## src/rtl/axi_rd_chk_pkg.sv

```systemverilog
// Shared types for the AXI read ordering checker: error codes and the
// sticky-vector helper.
package axi_rd_chk_pkg;

    localparam int ERR_CODE_WIDTH = 3;
    localparam int STICKY_WIDTH   = 5;

    typedef enum logic [ERR_CODE_WIDTH-1:0] {
        ERR_NONE         = 3'd0,
        ERR_UNEXPECTED   = 3'd1,
        ERR_EARLY_LAST   = 3'd2,
        ERR_MISSING_LAST = 3'd3,
        ERR_OVERFLOW     = 3'd4,
        ERR_TIMEOUT      = 3'd5
    } err_code_t;

    // Sticky bit for a code: bit (code-1), nothing for ERR_NONE.
    function automatic logic [STICKY_WIDTH-1:0] code_bit(input err_code_t c);
        logic [STICKY_WIDTH-1:0] b;
        b = '0;
        if (c != ERR_NONE) b = STICKY_WIDTH'(1) << (c - 3'd1);
        return b;
    endfunction

endpackage

```

## src/rtl/axi_rd_len_fifo.sv

```systemverilog
// Per-ID FIFO of outstanding burst lengths. Pointers carry one extra bit so
// full and empty are told apart after wrapping.
module axi_rd_len_fifo
    import axi_rd_chk_pkg::*;
#(
    parameter int LEN_WIDTH = 8,
    parameter int DEPTH     = 4
) (
    input  logic                 clk,
    input  logic                 rst,
    input  logic                 push,
    input  logic                 pop,
    input  logic [LEN_WIDTH-1:0] din,
    output logic [LEN_WIDTH-1:0] head,
    output logic                 full,
    output logic                 empty
);
    localparam int AW = $clog2(DEPTH);

    logic [LEN_WIDTH-1:0] mem [DEPTH];
    logic [AW:0]          wr_ptr, rd_ptr;

    assign empty = (wr_ptr == rd_ptr);
    assign full  = (wr_ptr[AW] != rd_ptr[AW]) && (wr_ptr[AW-1:0] == rd_ptr[AW-1:0]);
    assign head  = mem[rd_ptr[AW-1:0]];

    // Pointer update; push into a full FIFO and pop from an empty one are ignored.
    always_ff @(posedge clk) begin
        if (!rst) begin
            wr_ptr <= '0;
            rd_ptr <= '0;
        end else begin
            if (push && !full) wr_ptr <= wr_ptr + 1'b1;
            if (pop && !empty) rd_ptr <= rd_ptr + 1'b1;
        end
    end

    // Storage write; contents need no reset since empty masks them.
    always_ff @(posedge clk) begin
        if (push && !full) mem[wr_ptr[AW-1:0]] <= din;
    end

endmodule

```

## config.mk

```make
export PLATFORM = sky130hd
export DESIGN_NAME = axi_rd_len_fifo
export DESIGN_NICKNAME = d
export VERILOG_FILES = /design/src/rtl/axi_rd_chk_pkg.sv /design/src/rtl/axi_rd_len_fifo.sv
export SDC_FILE = /design/constraint.sdc
export NUM_CORES = 1
export LEC_CHECK = 0
export CAP_MARGIN = 20
export CORE_UTILIZATION = 54
export CTS_BUF_LIST = sky130_fd_sc_hd__clkbuf_16
export DETAILED_ROUTE_END_ITERATION = 8
export PLACE_DENSITY = 0.8
export SYNTH_ARGS = -nofsm -noshare
export SYNTH_HDL_FRONTEND = slang
export SYNTH_SLANG_ARGS = --single-unit
```

## constraint.sdc

```tcl
create_clock -name clk -period 2 [get_ports clk]
set_input_delay 0.4 -clock clk [delete_from_list [all_inputs] [get_ports clk]]
set_output_delay 0.4 -clock clk [all_outputs]
set_load 0.005 [all_outputs]
```

==> results list <==
- The flow ran to the end, and the final reports show no timing, DRC or antenna violations.
- At the pin with the least slew margin, the transition time is 0.4178 ns.
- Number of placement rows: 20
- For this run, the number of Yosys warnings is 0.
- Total iterations of the first detailed-routing run: 4
* Quantity of I/O buffers inserted on ports: 21
- Maximum frequency from static timing analysis: 0.5183 GHz
* Routed via count: 1,070
* Count leader, synth: edfxtp_1
- Of the cells placed in the final design, the portion with a size suffix greater than 1 is 0.2365.
* Share of the clock period used by the worst path after layout: 0.9647
- Delay-heaviest family, CP: multiplexers
- In this run the cell area measured after placement is 2085 sq um.
- Area used by multi-input combinational logic: 593.1 sq um
- Width of the die: 58.51 microns
- In this run the worst hold path is classified as flip-flop to flip-flop.
* Clock-pin slew on the worst setup and hold paths: 0.06 ns
- Total count of max-transition violations in the final report: 0
* Pin count of the biggest net entering global routing: 13
- Of all flip-flops after synthesis, the portion carrying an async set or reset was 0.
* CP max-delay cell: mux4_2
- After synthesis the cells add up to 1724 sq um.
- The longest clock path from root to sink contains 2 buffers.
- Final setup viols: 0
- The share of synthesized area in the top cell type comes to 0.5573.
- DRC errors left: 0
* Clock buffer count from CTS: 5
- In this run, the number of DRC markers left after iteration 0 of detailed routing was 48.
- Distinct cells, synth: 28
- Dividing the detail-routed via count by the number of cells gives 5.573.
- The tree is rooted in a clkbuf_16.
- Buffers & Inverters on Critical Path: 2
- Cell taking the most area after synthesis: edfxtp_1
* Clock latency reported for the late side of the worst-skew pair: 0.28 ns
- Global-route wire length before repair: 5.154 mm
* Average cell area after synthesis: 15.67 sq um
* Hold Vio Cnt, Final: 0
* Count of pins on the block boundary: 22
- Number of global-route vias before repair: 1,058
- GRT Util Overall: 0.2201
- After detailed routing, the total wire length is 3.262 mm.
- Fin nets: 164
- Filler Cell Count: 203
- Die height: 58.51 microns
- The initial utilization of the core area, before any placement, comes to 0.5648.
* Max IR drop VDD: 753.4 uV
- STA puts the critical path data arrival time at 1.53 ns.
* Routability congestion estimate: 0.8512
- Summed over all cells, the static leakage comes to 0.8448 nW.
- In this design, the stage delay of the slowest critical-path cell is 0.50 ns.
- Adding up every negative setup slack in the final design gives 0 ns.
- By startpoint and endpoint, the worst setup path is classified as flip-flop to output pin.
- The finished cells cover 2261 sq um.
- Count of state elements after synthesis: 40
- The commonest cells after synthesis are 32 x edfxtp_1, 8 x dfxtp_1, 8 x mux4_2, 5 x ha_1, 5 x inv_1.
* Required time reported for the critical path endpoint: 1.60 ns
- Counting every net in the synthesized netlist gives 127.
* Clock sink count: 40
- Setup repair after global routing left no endpoint under its margin.
* Max-slew headroom: 0.7215
- Half-perimeter wire length after detailed placement: 2.172 mm
- Counting every instance in the synthesized netlist gives 110.
* Total overflow reported by the global router: 0
* Register cell area after layout: 1129 sq um
- Final antenna diode count: 0
- Antenna violations before repair: 0
- Pwr/cell area: 1266 nW/um^2
- Yosys mapped a number of flops with a built-in enable equal to 32.
* Cell chain of the critical path: buf_12 > mux4_2 > dlygate4sd2_1
* CP Capture Type: output pin
* Placeable Area: 3053 sq um
* Signed area change from the synthesized netlist to the final layout: 31.13%
- TritonCTS clock tree: built
* Area of the die: 3423 sq um
* Antenna Nets Post-Route: 0
- In this run the number of H-tree levels came out at 2.
- Across the run, the number of max-cap violations was 0.
- Shortest clock period the worst path allows after layout: 1.929 ns
* Synth Flop Type: edfxtp_1
- CP Launch Type: flip-flop
* WL/cell: 16.99 microns
* Post-CTS Setup Repair Bufs: 0
- Post-Route Skew: 0.004690 ns
- Ranked by total cell area, the synthesized netlist is headed by edfxtp_1 56%, mux4_2 10%, dfxtp_1 9.3%.
* Number of hold buffers added after cts: 0
* Sequential element share of the synthesized area: 0.6502
* Critical-path maximum fanout: 8
## kinds of logic after synthesis
group	count (synthesis)	synth area share
DFF	40	0.6502
and+or+nand+nor	24	0.07837
AOI/OAI and AO/OA	18	0.07329
buffers and inverters	9	0.02685
muxes	8	0.1045
xor gates and xnor gates	6	0.03048
adders and majority gates	5	0.03628
## cell usage in the layout, fill, tap and decap left out, types with 2 or more instances in the layout
master,synthesis,final
nand2_1,3,3
dfxtp_1,8,4
dlygate4sd2_1,0,8
o211ai_1,2,2
ha_1,5,5
and2_1,4,4
dfxtp_2,0,3
nand3b_1,4,4
mux4_2,8,8
buf_12,0,2
a21oi_1,2,2
xnor2_1,3,3
clkdlybuf4s50_1,0,11
nand4_1,2,2
dlymetal6s2s_1,0,2
nand3_1,3,3
a41oi_1,2,2
inv_1,5,7
nor2_1,2,2
edfxtp_1,32,32
o21ai_0,4,4
buf_4,0,11
a211o_1,4,4
nor3_2,0,2
nor3_1,4,2
clkbuf_16,0,5
a31oi_1,2,2
## power breakdown
part           switching (mW)  internal (mW)
clock network           0.294          0.450
registers               0.101           1.06
logic                   0.446          0.507
## path summary, 6_finish.rpt
check / start / end / slack, ns / cells after the start
worst max-delay path: flip-flop / head[7] / 0.07 / 3
worst min register to register: wr_ptr[2] / wr_ptr[2] / 0.52 / 2
worst max register to register: rd_ptr[0] / mem[1][0] / 0.32 / 4
worst min-delay path: wr_ptr[2] / wr_ptr[2] / 0.52 / 2
## through the flow
step | worst slack [ns] | hold WS (ns) | std cells | util | power [mW]
after floorplan | 0.3112 | 0.4989 | 110 | - | 1.637
after global placement | 0.07938 | 0.5347 | 184 | 0.6828 | 2.094
after detailed placement | 0.09474 | 0.5400 | 184 | 0.6828 | 2.124
after CTS | 0.0001109 | 0.5491 | 192 | 0.7320 | 2.849
after global routing | 0.01329 | 0.5306 | 192 | 0.7406 | 3.008
final | 0.07053 | 0.5156 | 192 | 0.7406 | 2.863
## state kept, by name, indices dropped and copies added (netlist names), named ones only
| name | count |
|---|---|
| rd_ptr | 3 |
| wr_ptr | 3 |
| mem | 32 |
## cell type report
| class | instances | share of cell area |
|---|---|---|
| Inverter | 5 | 0.008301 |
| Clock buffer | 5 | 0.05534 |
| Sequential cell | 40 | 0.4992 |
| Multi-Input combinational cell | 61 | 0.2623 |
| Timing Repair Buffer | 34 | 0.1450 |
| Clock inverter | 3 | 0.005534 |
| Tap cell | 44 | 0.02435 |
## tightest hold or removal path, stage by stage (launching register included)
cell and delay [ns]:
dfxtp_2 0.35, nand2_1 0.06, a31oi_1 0.06
## what timing repair did
action                     CTS  global route
setup endpoints to repair   10             2
hold endpoints to repair     0             0
gates resized for setup     13             7
pin swaps                    1             0
## per-layer routing
| layer | track usage | vias up | routed length, microns |
|---|---|---|---|
| met5 | 0 | - | 0 |
| met4 | 0.09184 | 0 | 57 |
| met3 | 0.07253 | 5 | 117 |
| met2 | 0.3629 | 25 | 1660 |
| met1 | 0.2682 | 538 | 1427 |
| li1 | - | 502 | - |
No activity file was read; power rests on OpenSTA's default activity.
